$ cat src/rtl/lockin_ui.sv
// rtl/lockin_ui.sv - lock-in amplifier front panel: button-edited HC word, 4-bit HD44780 LCD, status LED
// Buttons step/reset HC; the LCD shows "HC=xxxx" and is refreshed whenever HC changes.
module lockin_ui #(
  parameter logic [15:0] HC_INIT  = 16'd1000,
  parameter int          DEBOUNCE = 4,
  parameter int          T_PWRUP  = 750000,
  parameter int          T_INIT   = 205000,
  parameter int          T_CMD    = 2000,
  parameter int          T_CLEAR  = 82000,
  parameter int          T_E      = 12,
  parameter int          T_GAP    = 50
) (
  input  logic        CLK,
  input  logic        RST,
  input  logic [3:0]  Button,
  output logic        LCD_RS,
  output logic        LCD_RW,
  output logic        LCD_E,
  output logic [3:0]  SF_D,
  output logic [15:0] HC,
  output logic        R,
  output logic        G,
  output logic        B
);

  localparam int CW = $clog2(DEBOUNCE + 1);

  typedef enum logic [2:0] {PWRUP, INIT_NIB, INIT_CMD, IDLE, REFRESH_ADDR, REFRESH_CHAR} state_t;
  typedef enum logic [2:0] {SP_SETUP, SP_PULSE, SP_HOLD, SP_GAP, SP_WAIT} sub_t;

  logic [3:0]    sync1, sync2, deb, deb_prev, press;
  logic [CW-1:0] cnt [4];
  logic [1:0]    step_sel, sel_next;
  logic [15:0]   step, hc_next;
  logic          hc_changed;

  state_t        state, state_n;
  sub_t          sub, sub_n;
  logic [19:0]   timer, timer_n, post_wait;
  logic [2:0]    idx, idx_n;
  logic          low_nib, low_n, pending, pending_n, byte_done, init_done;
  logic [15:0]   hc_lat, hc_lat_n;
  logic [7:0]    cur_byte;
  logic [3:0]    nibble;
  logic          cur_rs, single, sending, e_c, valid_c;

  function automatic logic [7:0] hex_char(input logic [3:0] d);
    return (d < 4'd10) ? (8'h30 + {4'h0, d}) : (8'h37 + {4'h0, d});
  endfunction

  always_ff @(posedge CLK or posedge RST) begin
    if (RST) begin
      sync1    <= 4'hF;
      sync2    <= 4'hF;
      deb      <= 4'hF;
      deb_prev <= 4'hF;
      for (int i = 0; i < 4; i++) cnt[i] <= '0;
    end else begin
      sync1    <= Button;
      sync2    <= sync1;
      deb_prev <= deb;
      for (int i = 0; i < 4; i++) begin
        if (sync2[i] == deb[i]) begin
          cnt[i] <= '0;
        end else if (cnt[i] == CW'(DEBOUNCE - 1)) begin
          deb[i] <= sync2[i];
          cnt[i] <= '0;
        end else begin
          cnt[i] <= cnt[i] + 1'b1;
        end
      end
    end
  end

  // One-cycle event on a debounced falling edge; holding never re-fires.
  assign press = deb_prev & ~deb;
  assign step  = 16'd1 << {step_sel, 2'b00};

  always_comb begin
    hc_next  = HC;
    sel_next = step_sel;
    if (press[3])      hc_next  = HC_INIT;
    else if (press[0]) hc_next  = HC + step;
    else if (press[1]) hc_next  = HC - step;
    else if (press[2]) sel_next = step_sel + 2'd1;
  end

  assign hc_changed = (hc_next != HC);

  always_ff @(posedge CLK or posedge RST) begin
    if (RST) begin
      HC       <= HC_INIT;
      step_sel <= 2'd0;
    end else begin
      HC       <= hc_next;
      step_sel <= sel_next;
    end
  end

  always_comb begin
    cur_byte  = 8'h00;
    cur_rs    = 1'b0;
    single    = 1'b0;
    post_wait = 20'(T_CMD);
    case (state)
      INIT_NIB: begin
        cur_byte  = (idx == 3'd3) ? 8'h20 : 8'h30;
        single    = 1'b1;
        post_wait = 20'(T_INIT);
      end
      INIT_CMD: begin
        case (idx)
          3'd0:    cur_byte = 8'h28;
          3'd1:    cur_byte = 8'h06;
          3'd2:    cur_byte = 8'h0C;
          default: cur_byte = 8'h01;
        endcase
        if (idx == 3'd3) post_wait = 20'(T_CLEAR);
      end
      REFRESH_ADDR: cur_byte = 8'h80;
      REFRESH_CHAR: begin
        cur_rs = 1'b1;
        case (idx)
          3'd0:    cur_byte = 8'h48;
          3'd1:    cur_byte = 8'h43;
          3'd2:    cur_byte = 8'h3D;
          3'd3:    cur_byte = hex_char(hc_lat[15:12]);
          3'd4:    cur_byte = hex_char(hc_lat[11:8]);
          3'd5:    cur_byte = hex_char(hc_lat[7:4]);
          default: cur_byte = hex_char(hc_lat[3:0]);
        endcase
      end
      default: ;
    endcase
  end

  assign nibble  = low_nib ? cur_byte[3:0] : cur_byte[7:4];
  assign sending = state inside {INIT_NIB, INIT_CMD, REFRESH_ADDR, REFRESH_CHAR};

  always_comb begin
    state_n   = state;
    sub_n     = sub;
    timer_n   = timer;
    idx_n     = idx;
    low_n     = low_nib;
    pending_n = pending;
    hc_lat_n  = hc_lat;
    byte_done = 1'b0;
    init_done = 1'b0;
    case (state)
      PWRUP: begin
        if (timer == 20'(T_PWRUP - 1)) begin
          state_n = INIT_NIB;
          sub_n   = SP_SETUP;
          timer_n = 20'd0;
          idx_n   = 3'd0;
          low_n   = 1'b0;
        end else begin
          timer_n = timer + 20'd1;
        end
      end
      IDLE: begin
        if (pending) begin
          state_n   = REFRESH_ADDR;
          sub_n     = SP_SETUP;
          timer_n   = 20'd0;
          low_n     = 1'b0;
          hc_lat_n  = HC;
          pending_n = 1'b0;
        end
      end
      default: begin
        // Shared nibble sequencer: setup, E pulse, hold, then gap or post-byte wait.
        case (sub)
          SP_SETUP: begin
            sub_n   = SP_PULSE;
            timer_n = 20'd0;
          end
          SP_PULSE: begin
            if (timer == 20'(T_E - 1)) begin
              sub_n   = SP_HOLD;
              timer_n = 20'd0;
            end else begin
              timer_n = timer + 20'd1;
            end
          end
          SP_HOLD: begin
            sub_n   = (!single && !low_nib) ? SP_GAP : SP_WAIT;
            timer_n = 20'd0;
          end
          SP_GAP: begin
            if (timer == 20'(T_GAP - 1)) begin
              sub_n   = SP_SETUP;
              low_n   = 1'b1;
              timer_n = 20'd0;
            end else begin
              timer_n = timer + 20'd1;
            end
          end
          default: begin
            if (timer == post_wait - 20'd1) begin
              byte_done = 1'b1;
              timer_n   = 20'd0;
            end else begin
              timer_n = timer + 20'd1;
            end
          end
        endcase
        if (byte_done) begin
          sub_n = SP_SETUP;
          low_n = 1'b0;
          idx_n = idx + 3'd1;
          case (state)
            INIT_NIB: if (idx == 3'd3) begin
              state_n = INIT_CMD;
              idx_n   = 3'd0;
            end
            INIT_CMD: if (idx == 3'd3) begin
              state_n   = IDLE;
              init_done = 1'b1;
            end
            REFRESH_ADDR: begin
              state_n = REFRESH_CHAR;
              idx_n   = 3'd0;
            end
            default: if (idx == 3'd6) state_n = IDLE;
          endcase
        end
      end
    endcase
    if (init_done || hc_changed) pending_n = 1'b1;
  end

  assign e_c     = sending && (sub == SP_PULSE);
  assign valid_c = sending && (sub inside {SP_SETUP, SP_PULSE, SP_HOLD});

  always_ff @(posedge CLK or posedge RST) begin
    if (RST) begin
      state   <= PWRUP;
      sub     <= SP_SETUP;
      timer   <= 20'd0;
      idx     <= 3'd0;
      low_nib <= 1'b0;
      pending <= 1'b0;
      hc_lat  <= HC_INIT;
      LCD_E   <= 1'b0;
      LCD_RS  <= 1'b0;
      SF_D    <= 4'h0;
    end else begin
      state   <= state_n;
      sub     <= sub_n;
      timer   <= timer_n;
      idx     <= idx_n;
      low_nib <= low_n;
      pending <= pending_n;
      hc_lat  <= hc_lat_n;
      LCD_E   <= e_c;
      LCD_RS  <= valid_c & cur_rs;
      SF_D    <= valid_c ? nibble : 4'h0;
    end
  end

  assign LCD_RW = 1'b0;
  assign R      = state inside {PWRUP, INIT_NIB, INIT_CMD};
  assign G      = (state == IDLE);
  assign B      = state inside {REFRESH_ADDR, REFRESH_CHAR};

endmodule

$ cat config.mk
export PLATFORM = sky130hd
export DESIGN_NAME = lockin_ui
export DESIGN_NICKNAME = d
export VERILOG_FILES = /design/src/rtl/lockin_ui.sv
export SDC_FILE = /design/constraint.sdc
export NUM_CORES = 1
export LEC_CHECK = 0
export BUFFER_PORTS_ARGS = -buffer_cell sky130_fd_sc_hd__buf_2
export CAP_MARGIN = 40
export CELL_PAD_IN_SITES_DETAIL_PLACEMENT = 0
export CELL_PAD_IN_SITES_GLOBAL_PLACEMENT = 1
export CORE_UTILIZATION = 52
export DETAILED_ROUTE_END_ITERATION = 7
export HOLD_SLACK_MARGIN = 0.12
export PLACE_DENSITY = 0.92
export SETUP_SLACK_MARGIN = 0.05
export SLEW_MARGIN = 20
export SYNTH_ARGS = -nofsm -noshare
export SYNTH_HDL_FRONTEND = slang
export SYNTH_SLANG_ARGS = --single-unit
$ cat constraint.sdc
create_clock -name CLK -period 5.1 [get_ports CLK]
set_clock_uncertainty 0.15 [all_clocks]
set_input_delay 1.02 -clock CLK [delete_from_list [all_inputs] [get_ports CLK]]
set_output_delay 1.02 -clock CLK [all_outputs]
set_load 0.02 [all_outputs]
Word-level counts from Yosys, hierarchy flattened. Cells that the tools add are included.

Bits in registers: 99. Latch bits: 0. Bits in writable memories: 0. Memory bits (read-only): 0. Input bits: 6. Output and inout bits: 26. Word-level logic and storage cells: 190. Memories: 0.

Add/subtract/negate cells: 18. Multipliers: 0. Divide/modulo/power cells: 0. Magnitude comparators: 4. Equal/unequal tests: 33. Shifts and indexed selects: 1. Mux-type cells: 67. Bitwise logic cells: 11. Reduce and logical (&&, ||, !) cells: 33.

Operator list (count): 20-bit 2-to-1 mux (5); 3-bit 2-to-1 mux (22); 20-bit one-hot mux with 3 select lines (1); 6-bit by 4-bit adder with 7-bit output, first input constant (8); 16-bit 2-to-1 mux (3); 7-bit one-hot mux with 6 select lines (1); 20-bit one-hot mux with 2 select lines (1); 18-bit one-hot mux with 2 select lines (1); 8-bit one-hot mux with 4 select lines (1); 3-bit by 2-bit == test with 1-bit output, second input constant (10); 7-bit 2-to-1 mux (4); 3-bit one-hot mux with 2 select lines (4); 20-bit by 1-bit adder with 20-bit output, second input constant (1); 20-bit == test (1); 20-bit == test, second input constant (1); 20-bit by 4-bit == test with 1-bit output, second input constant (1); 20-bit by 6-bit == test with 1-bit output, second input constant (1); 20-bit by 1-bit subtractor with 20-bit output, second input constant (1); 6-bit one-hot mux with 3 select lines (1); 17-bit 2-to-1 mux (1); 16-bit adder (1); 4-bit < comparator, second input constant (4); 1-bit 2-to-1 mux (16); 16-bit inequality test (1); 37 further kinds (76).

Logic depth before layout (Yosys ltp). Gate-level depths: netlist of the first run.

Depth in word-level cells: 12. Mapped depth: 12. Mapped depth without buffers: 11.

Least setup slack after synthesis of the first run. No wires, ideal clock.

Path type: reg2reg. Start: register step_sel[1]. End: register pending. Library setup time: 0.139 ns. Arrival: 2.454 ns. Data required time: 4.811 ns. Setup slack: 2.356 ns. Cell stages (with the launch flop): 13. Buffers on the path: 1. Period minus slack after synthesis: 2.744 ns. Cells stage by stage: dfrtp_1 inv_1 ha_1 inv_1 ha_1 clkbuf_1 and4b_1 o21ai_0 xor2_1 a221oi_1 o22ai_1 nor4_1 nand4_1.

Cells in the longest elaborated chain, start to end: 8. Elaborated cells between the ends (all ways): 10. Classes of those cells: 2 x add/sub; 1 x eq/ne; 1 x shift; 4 x mux; 2 x reduce/logical.

Ends and longest elaborated chain: start, declared (RTL line 33) `logic [1:0] step_sel, sel_next;`; start signal, assigned (RTL line 96) `step_sel <= sel_next;`; 1-bit by 4-bit left shift with 16-bit output (*) (RTL line 77) `assign step = 16'd1 << {step_sel, 2'b00};`; 16-bit subtractor (RTL line 84) `else if (press[1]) hc_next = HC - step;`; 16-bit 2-to-1 mux (RTL line 84); 16-bit 2-to-1 mux (*) (RTL line 83) `else if (press[0]) hc_next = HC + step;`; 16-bit 2-to-1 mux (*) (RTL line 82) `if (press[3]) hc_next = HC_INIT;`; 16-bit inequality test (*) (RTL line 88) `assign hc_changed = (hc_next != HC);`; 1-bit logical OR (*) (RTL line 231) `if (init_done || hc_changed) pending_n = 1'b1;`; 1-bit 2-to-1 mux or 2-bit nonzero test (tied branches); end signal, assigned (RTL line 255) `pending <= pending_n;`; end, declared (RTL line 41) `logic low_nib, low_n, pending, pending_n, byte_done, init_done;`.

Mark *: on every way between the ends. The rest lies on a longest branch, timed or not. A chain may end at the register's enable or synchronous reset.

Worst setup path after layout of the first run.
Start: register idx[2]. End: register sub[1].

Cells in the longest elaborated chain, start to end: 10. Elaborated cells between the ends (all ways): 14. Classes of those cells: 1 x add/sub; 4 x eq/ne; 7 x mux; 2 x reduce/logical.

Ends and longest elaborated chain: start, declared (RTL line 40) `logic [2:0] idx, idx_n;`; start signal, assigned (RTL line 253) `idx <= idx_n;`; 3-bit by 2-bit == test with 1-bit output (*) (RTL line 118) `if (idx == 3'd3) post_wait = 20'(T_CLEAR);`; 17-bit 2-to-1 mux (*) (RTL line 118); 18-bit one-hot mux with 2 select lines (*) (RTL line 105) `case (state)`; 20-bit by 1-bit subtractor with 20-bit output (*) (RTL line 201) `if (timer == post_wait - 20'd1) begin`; 20-bit == test (*) (RTL line 201); 1-bit 2-to-1 mux (*) (RTL line 201); 1-bit 2-to-1 mux (*) (RTL line 174) `case (sub)`; 1-bit 2-to-1 mux (*) (RTL line 150) `case (state)`; 5-bit inequality test (no source line), or another cell as far along; 5-bit AND reduction (no source line) or 3-bit one-hot mux with 2 select lines (tied branches); end signal, assigned (RTL line 251) `sub <= sub_n;`; end, declared (RTL line 38) `sub_t sub, sub_n;`.

Mark *: on every way between the ends. The rest lies on a longest branch, timed or not. The select of a mux whose other input is x is not followed.

==> flow_summary.toml, run 1 <==
[timing]
maxSlewViolCount = 0
setup_violations = 0
fin_crit_sh_pct = 73.41
rsz0062_at_grt = "no"
worst_pin_slew_ns = 0.8299
max_freq_ghz = 0.2671
timing.final.ws_setup_ns = 1.356
final.setup.tns_ns = 0
finalCriticalPeriod_ns = 3.744
slew_headroom_pct = 44.54
hold_viol = 0

[clocking]
cts-root-buf = "clkbuf_16"
hold_buffers = 0
postCtsSetupBuffers = 0
cts-resized-gates = 0
cts_tree = "built"
htree_levels = 3
numCtsBuffers = 9
clockBufferDepth = 2
clkTransAtPathRegs_ns = 0.07
clock_sinks = 99
clk_latency_ns = 0.35

[critical_path]
cp_data_required_time_ns = 5.20
critPathLaunchType = "flip-flop"
cp-end-kind = "flip-flop"
crit_arrival_ns = 3.84
crit_type = "reg -> reg"
critical_path.max_fanout = 22

[global_route]
gr-total-overflow = 0
grt_max_degree = 39
grt_pass1_wl_um = 22190
grt_pass1_vias = 4526
grt_use_total_pct = 23.84
antenna_found_initial = 0

[layout]
drive_above_1_share_pct = 15.94
n_antenna_cell = 0
fill_cells = 1014
fin_area_sq_um = 6571
fin_nets = 696
syn_to_final_growth_pct = 8.333

[die]
core_sq_um = 11370
ioPinCount = 32
die_x_um = 110.0
dieArea_sq_um = 12100
die_y_um = 110.0
std_cell_rows = 39
start_util_pct = 53.35

[place]
dpl.hpwl_um = 9860
pre_cts_ws_ns = 1.453
io_buffers = 30
gp_congestion = 0.9228
placed_area_sq_um = 6265

[power]
p_leak_nw = 2.757
p_per_area_nw_per_um2 = 425.8
max-vdd-ir-drop_uv = 289.7

[route]
drt_pass1_iterations = 5
met3_length_um = 651
avgRoutedWirePerCell_um = 16.81
via_per_inst = 5.944
drc = 0
wl_met1_um = 6194
num_vias = 4803
wl_met2_um = 6442
wl_um = 13580
routed.top_layer = "met4"
ant_nets = 0
dr.first_iter.drc_count = 384

[synthesis]
synth_ff_type = "dfrtp_1"
synth_edf_count = 0
synth.yosys.seq_area_share_pct = 41.42
synth_area_sq_um = 6066
ys_ff_latch = 99
synth.distinct_cells = 76
synth_cells = 649
syn_area_per_cell_sq_um = 9.346
async_reset_ff_share_pct = 100.0
ys_warn_count = 0
synth_fp_nets = 685

[run_status]
status = "completed"

[job]
cap_violations = 0

[hold_path]
hold_class = "reg -> reg"
[cells in the final DEF (no fill, tap or decap), types with 6 or more instances in the layout]
master	count
a21oi_1	30
a31oi_1	10
buf_2	30
clkbuf_16	9
dfrtp_1	71
dfstp_2	28
ha_1	30
inv_1	31
mux2_1	13
mux2_2	8
nand2_1	49
nand2b_1	10
nand3_1	14
nand4_1	14
nor2_1	72
nor2b_1	12
nor3_1	16
nor3b_1	11
nor4_1	6
o21a_1	6
o21ai_0	34
o22ai_1	6
xnor2_1	24
xor2_1	20
[per-layer routing]
layer | vias to the layer above | track usage (%)
met5 | - | 0
met4 | 0 | 9.619
met3 | 28 | 4.644
met2 | 136 | 37.41
met1 | 2321 | 32.39
li1 | 2318 | -
[where the power goes]
group / internal (mW) / switching, mW
Sequential: 0.941 / 0.155
Combinational: 0.405 / 0.610
Clock: 0.387 / 0.300
Total: 1.73 / 1.07
[worst max-delay path: stages (launching register included)]
cell and delay, ns:
dfrtp_1 0.62, inv_1 0.17, ha_1 0.41, and4bb_1 0.32
nor4_1 0.49, o2111ai_2 0.21, nand2b_2 0.16, o21a_1 0.65
a31oi_1 0.18, o32ai_1 0.26
[through the flow]
step / hold slack [ns] / power (mW) / util (%) / instances
floorplan: 0.1952 / 1.837 / - / 649
global placement: 0.1962 / 2.063 / 54.92 / 790
detailed placement: 0.1982 / 2.098 / 55.10 / 791
CTS: 0.2087 / 2.800 / 57.73 / 807
global route: 0.2094 / 2.969 / 57.80 / 808
finish: 0.2069 / 2.798 / 57.80 / 808
[synth_stat cells (16+ instances only)]
cell      count  area, sq um
xnor2_1      24        210.2
o21ai_0      34        170.2
ha_1         30        375.4
nand2_1      49        183.9
xor2_1       20        175.2
clkbuf_1     20        75.07
a21oi_1      30        150.1
nor3_1       16        80.08
dfrtp_1      71         1777
nor2_1       72        270.3
dfstp_2      28        735.7
inv_1        32        120.1
[layout make-up]
class	count	area [sq um]	area share (%)
clock buffers	10	229.0	3.484
clock inverters	6	70.07	1.066
inverters	33	126.4	1.923
multi-input cells	483	3262	49.64
flip-flops and latches	99	2512	38.23
well taps	143	178.9	2.723
repair buffers	34	192.7	2.932
[sequential cells by signal, summed over array words and instances (netlist names), 2 cells and up]
register  cells
cnt          12
SF_D          4
sub           3
step_sel      2
sync1         4
idx           3
state         3
hc_lat       16
deb_prev      4
deb           4
HC           16
timer        20
sync2         4
[cell families after synthesis]
logic type      Yosys count  share of synthesized area [%]
simple gates            251                          22.38
compound gates          134                          14.56
flops                    99                          41.42
buf+inv                  67                          4.806
xor+xnor                 44                          6.353
fa+ha+maj                30                          6.188
mux                      23                          4.229
other cells               1                        0.06182
[worst paths after layout]
check	startpoint	endpoint	slack (ns)	cells past startpoint
setup / recovery	idx[2]	sub[1]	1.36	9
hold / removal	sync1[0]	sync2[0]	0.21	0
setup reg to reg	idx[2]	sub[1]	1.36	9
hold reg to reg	sync1[0]	sync2[0]	0.21	0
max in group asynchronous	RST	HC[8]	3.50	3
min in group asynchronous	RST	HC[1]	0.54	2
Power figures use the tool's default switching activity.
==> run 2, diff against run 1 <==
CORE_UTILIZATION = 44   (was 52)
PLACE_DENSITY = 0.83   (was 0.92)
clock period = 3.3 ns   (was 5.1 ns; I/O delays follow)
==> run 2 against run 1 <==
Compared with the run above:
- setup slack got worse by 1.0 ns
- register-to-register slack worse by 1.0 ns
- global-route usage fell by 3.0 points
- combinational power is 55% higher
- design area grew 1.3%
- largest power group unchanged
- critical path depth is 2 higher
- critical endpoint is now pending
- total power is 53% higher
==> flow_summary.toml, run 2 (synthesized netlist as in run 1, its figures left out) <==
[power]
p_leak_nw = 2.777
p_per_area_nw_per_um2 = 642.2
max-vdd-ir-drop_uv = 420.8

[timing]
maxSlewViolCount = 0
finalCriticalPeriod_ns = 2.991
setup_violations = 0
fin_crit_sh_pct = 90.64
final.setup.tns_ns = 0
timing.final.ws_setup_ns = 0.3089
hold_viol = 0
rsz0062_at_grt = "no"
max_freq_ghz = 0.3343
worst_pin_slew_ns = 0.7059
slew_headroom_pct = 52.83

[global_route]
grt_use_total_pct = 20.79
antenna_found_initial = 0
grt_pass1_wl_um = 23540
gr-total-overflow = 0
grt_max_degree = 75
grt_pass1_vias = 4694

[layout]
fin_nets = 703
layout_commonest_cell = "nor2_1"
seqCellArea_sq_um = 2512
largest_reg_flops = 20
largest-register = "timer"
reg.largest.list = "timer x20, HC x16, hc_lat x16"
layout_common_cells = "72 x nor2_1, 71 x dfrtp_1, 49 x nand2_1, 34 x o21ai_0, 31 x inv_1"
syn_to_final_growth_pct = 9.736
drive_above_1_share_pct = 17.11
multi_input_area_sq_um = 3273
fill_cells = 1244
n_antenna_cell = 0

[clocking]
postCtsSetupBuffers = 0
cts_tree = "built"
clockBufferDepth = 2
hold_buffers = 0
clock_sinks = 99
cts-resized-gates = 0
clkTransAtPathRegs_ns = 0.07
clk_latency_ns = 0.35
cts-root-buf = "clkbuf_16"
htree_levels = 3
numCtsBuffers = 9

[hold_path]
hold_class = "reg -> reg"
min_from = "sync1[3]"

[critical_path]
worstPathCellList = "inv_1 > ha_1 > inv_1 > ha_1 > and4b_1 > o21ai_0 > xor2_1 > a221oi_1 > o22ai_1 > nor4_2 > nand4_1"
critPathSlowestCell = "dfrtp_1"
critPathLaunchType = "flip-flop"
crit_arrival_ns = 3.05
crit_start = "step_sel[1]"
critPathTopFamily = "simple AND/OR/NAND/NOR gates"
crit_type = "reg -> reg"
r2r_start = "step_sel[1]"
cp-end-kind = "flip-flop"
cp_num_buf_inv = 2
cp_data_required_time_ns = 3.36
critical_path.max_fanout = 9
critPathMaxStageDelay_ns = 0.41

[route]
drt_pass1_iterations = 8
drc = 0
ant_nets = 0
num_vias = 4871
dr.first_iter.drc_count = 350
avgRoutedWirePerCell_um = 16.45
via_per_inst = 5.744
wl_um = 13950

[job]
cap_violations = 0

[place]
pre_cts_ws_ns = 0.3098
gp_congestion = 0.9600
dpl.hpwl_um = 10220
io_buffers = 30

[die]
dieArea_sq_um = 14260
core_sq_um = 13350
die_x_um = 119.4
start_util_pct = 45.44
die_y_um = 119.4
ioPinCount = 32
std_cell_rows = 42

[run_status]
status = "completed"
## run 2: cell count changes in the layout (fill, tap and decap cells not counted), sizes merged
| cell | change |
|---|---|
| clkinvlp | +1 |
| bufinv | -1 |
| clkinv | +2 |
| inv | -2 |
| buf | +7 |
## run 2: routing by layer
| layer | wire length, um | GRT usage, % | share of wire [%] |
|---|---|---|---|
| met5 | 0 | 0 | 0 |
| met2 | 6586 | 32.49 | 47 |
| met3 | 605 | 3.544 | 4.3 |
| met4 | 282 | 8.594 | 2.0 |
| met1 | 6475 | 28.55 | 46 |
## run 2: where the power goes
group          leakage (nW)  total (mW)  internal [mW]  switching (mW)
registers              1.24        1.69           1.45           0.240
clock network         0.138       0.999          0.521           0.478
logic                  1.39        1.58          0.633           0.949
## run 2: area by class of cell
| class | instances | share of cell area [%] |
|---|---|---|
| Clock buffer | 10 | 3.440 |
| Clock inverter | 6 | 0.7331 |
| Inverter | 33 | 1.917 |
| Multi-Input combinational cell | 483 | 49.17 |
| Sequential cell | 99 | 37.74 |
| Tap cell | 176 | 3.308 |
| Timing Repair Buffer | 41 | 3.684 |
## run 2: path summary, 6_finish.rpt
kind / cells after the start / to / slack, ns
max: 11 / pending / 0.31
min: 0 / sync2[3] / 0.21
max reg2reg: 11 / pending / 0.31
min reg2reg: 0 / sync2[3] / 0.21
max in group asynchronous: 3 / sync1[3] / 1.98
min in group asynchronous: 2 / HC[10] / 0.22
## run 2: metrics by stage
| stage | power (mW) | hold WS (ns) | util (%) | instance area, sq um | cells |
|---|---|---|---|---|---|
| after floorplan | 2.839 | 0.1952 | - | 6070 | 649 |
| after global placement | 3.234 | 0.1961 | 47.65 | 6360 | 831 |
| after detailed placement | 3.267 | 0.1968 | 47.70 | 6367 | 832 |
| after CTS | 4.280 | 0.2075 | 49.78 | 6645 | 848 |
| after global routing | 4.553 | 0.2110 | 49.87 | 6656 | 848 |
| final | 4.275 | 0.2069 | 49.87 | 6656 | 848 |
==> run 3, diff against run 2 <==
CORE_UTILIZATION = 48   (was 44)
PLACE_DENSITY = 0.86   (was 0.83)
clock period = 2.81 ns   (was 3.3 ns; I/O delays follow)
==> run 3 against run 2 <==
Compared with the run above:
- register-to-register slack worse by 0.22 ns
- fmax is 9.8% higher
- combinational power is 41% higher
- non-clock buffer count is 28 higher
- clock power is 34% higher
- via count is 1.4% higher
- first-iteration DRC count is 4.9% lower
- setup slack worse by 0.22 ns
- critical endpoint unchanged
- highest routed layer unchanged
==> flow_summary.toml, run 3 (synthesized netlist as in run 1, its figures left out) <==
[power]
p_per_area_nw_per_um2 = 785.4
p_leak_nw = 2.949
max-vdd-ir-drop_uv = 656.1
design_power_total_mw = 5.502

[layout]
largest-register = "timer"
reg.largest.list = "timer x20, HC x16, hc_lat x16"
fill_cells = 1057
drive_above_1_share_pct = 22.57
largest_reg_flops = 20
syn_to_final_growth_pct = 15.49
n_antenna_cell = 0
layout_common_cells = "72 x nor2_1, 71 x dfrtp_1, 49 x nand2_1, 37 x buf_4, 32 x o21ai_0"
layout_commonest_cell = "nor2_1"
fin_nets = 731

[clocking]
numCtsBuffers = 9
htree_levels = 3
cts-root-buf = "clkbuf_16"
clkTransAtPathRegs_ns = 0.07
clk_latency_ns = 0.34
cts_tree = "built"
clockBufferDepth = 2
clock_sinks = 99
hold_buffers = 0

[route]
drc = 0
ant_nets = 0
avgRoutedWirePerCell_um = 16.38
drt_pass1_iterations = 5
dr.first_iter.drc_count = 333
via_per_inst = 5.692
wl_um = 14220
num_vias = 4941

[critical_path]
critPathLaunchType = "flip-flop"
critical_path.max_fanout = 5
crit_start = "step_sel[1]"
crit_type = "reg -> reg"
cp_data_required_time_ns = 2.87
crit_arrival_ns = 2.78
cp-end-kind = "flip-flop"
r2r_start = "step_sel[1]"

[global_route]
grt_pass1_wl_um = 23780
grt_use_total_pct = 23.18
grt_pass1_vias = 4835
grt_max_degree = 32
antenna_found_initial = 0
gr-total-overflow = 0

[timing]
maxSlewViolCount = 0
worst_pin_slew_ns = 0.6019
fin_crit_sh_pct = 96.92
timing.final.ws_setup_ns = 0.08665
max_freq_ghz = 0.3672
hold_viol = 0
setup_violations = 0
rsz0062_at_grt = "yes"
slew_headroom_pct = 59.79
finalCriticalPeriod_ns = 2.723

[place]
io_buffers = 30
pre_cts_ws_ns = -0.06852
dpl.hpwl_um = 10610
gp_congestion = 0.9410

[die]
die_y_um = 114.4
ioPinCount = 32
start_util_pct = 49.88
die_x_um = 114.4
dieArea_sq_um = 13090
std_cell_rows = 40
core_sq_um = 12160

[job]
cap_violations = 0

[hold_path]
hold_class = "in -> async"

[run_status]
status = "completed"
## run 3: routing by layer
| layer | GRT usage [%] | vias up | wire length (um) |
|---|---|---|---|
| met4 | 11.17 | 0 | 348 |
| met5 | 0 | - | 0 |
| met1 | 32.16 | 2392 | 6767 |
| met2 | 35.64 | 126 | 6567 |
| li1 | - | 2395 | - |
| met3 | 3.441 | 28 | 535 |
## run 3: worst max-delay path, stage by stage, from the launching register on
cell	delay, ns
dfrtp_1	0.37
buf_4	0.14
ha_1	0.21
inv_1	0.07
ha_2	0.30
nand4b_1	0.25
a2bb2oi_2	0.24
nand4_1	0.15
xnor2_1	0.18
a221oi_4	0.26
xnor2_1	0.15
nand4_1	0.11
## run 3: cell type report
type	count	area [sq um]	share of cell area, %
timing repair buffer	69	459.2	6.555
clock inverter	5	85.08	1.215
inverter	33	127.6	1.822
multi-input combinational	483	3368	48.08
sequential	99	2512	35.86
clock buffer	11	242.7	3.465
tap	168	210.2	3.001
## run 3: report_power, final
group	switching, mW	internal (mW)
clock network	0.528	0.809
logic	1.28	0.946
registers	0.234	1.71
## run 3: stage by stage
step	hold WS (ns)	TNS, ns	utilization, %	cell area, sq um	std cells
2_1_floorplan	0.1952	0	-	6070	649
3_3_place_gp	0.1967	0	53.69	6530	847
3_5_place_dp	0.1968	-0.06852	53.69	6530	847
4_1_cts	0.1418	0	56.71	6897	865
5_1_grt	0.1495	-0.05491	57.60	7005	868
6_report	0.1362	0	57.60	7005	868
## run 3: final timing paths
kind / to / slack, ns / depth (start not counted)
max in group asynchronous: timer[6] / 1.61 / 3
max reg2reg: pending / 0.09 / 11
max: pending / 0.09 / 11
min in group CLK: sync1[1] / 0.16 / 1
min: HC[10] / 0.14 / 2
min reg2reg: sync2[3] / 0.21 / 0
## run 3: what timing repair did
action,in CTS,in global routing
pin swaps,1,7
setup buffers,2,3
setup endpoints to repair,2,27
resized for setup,4,19
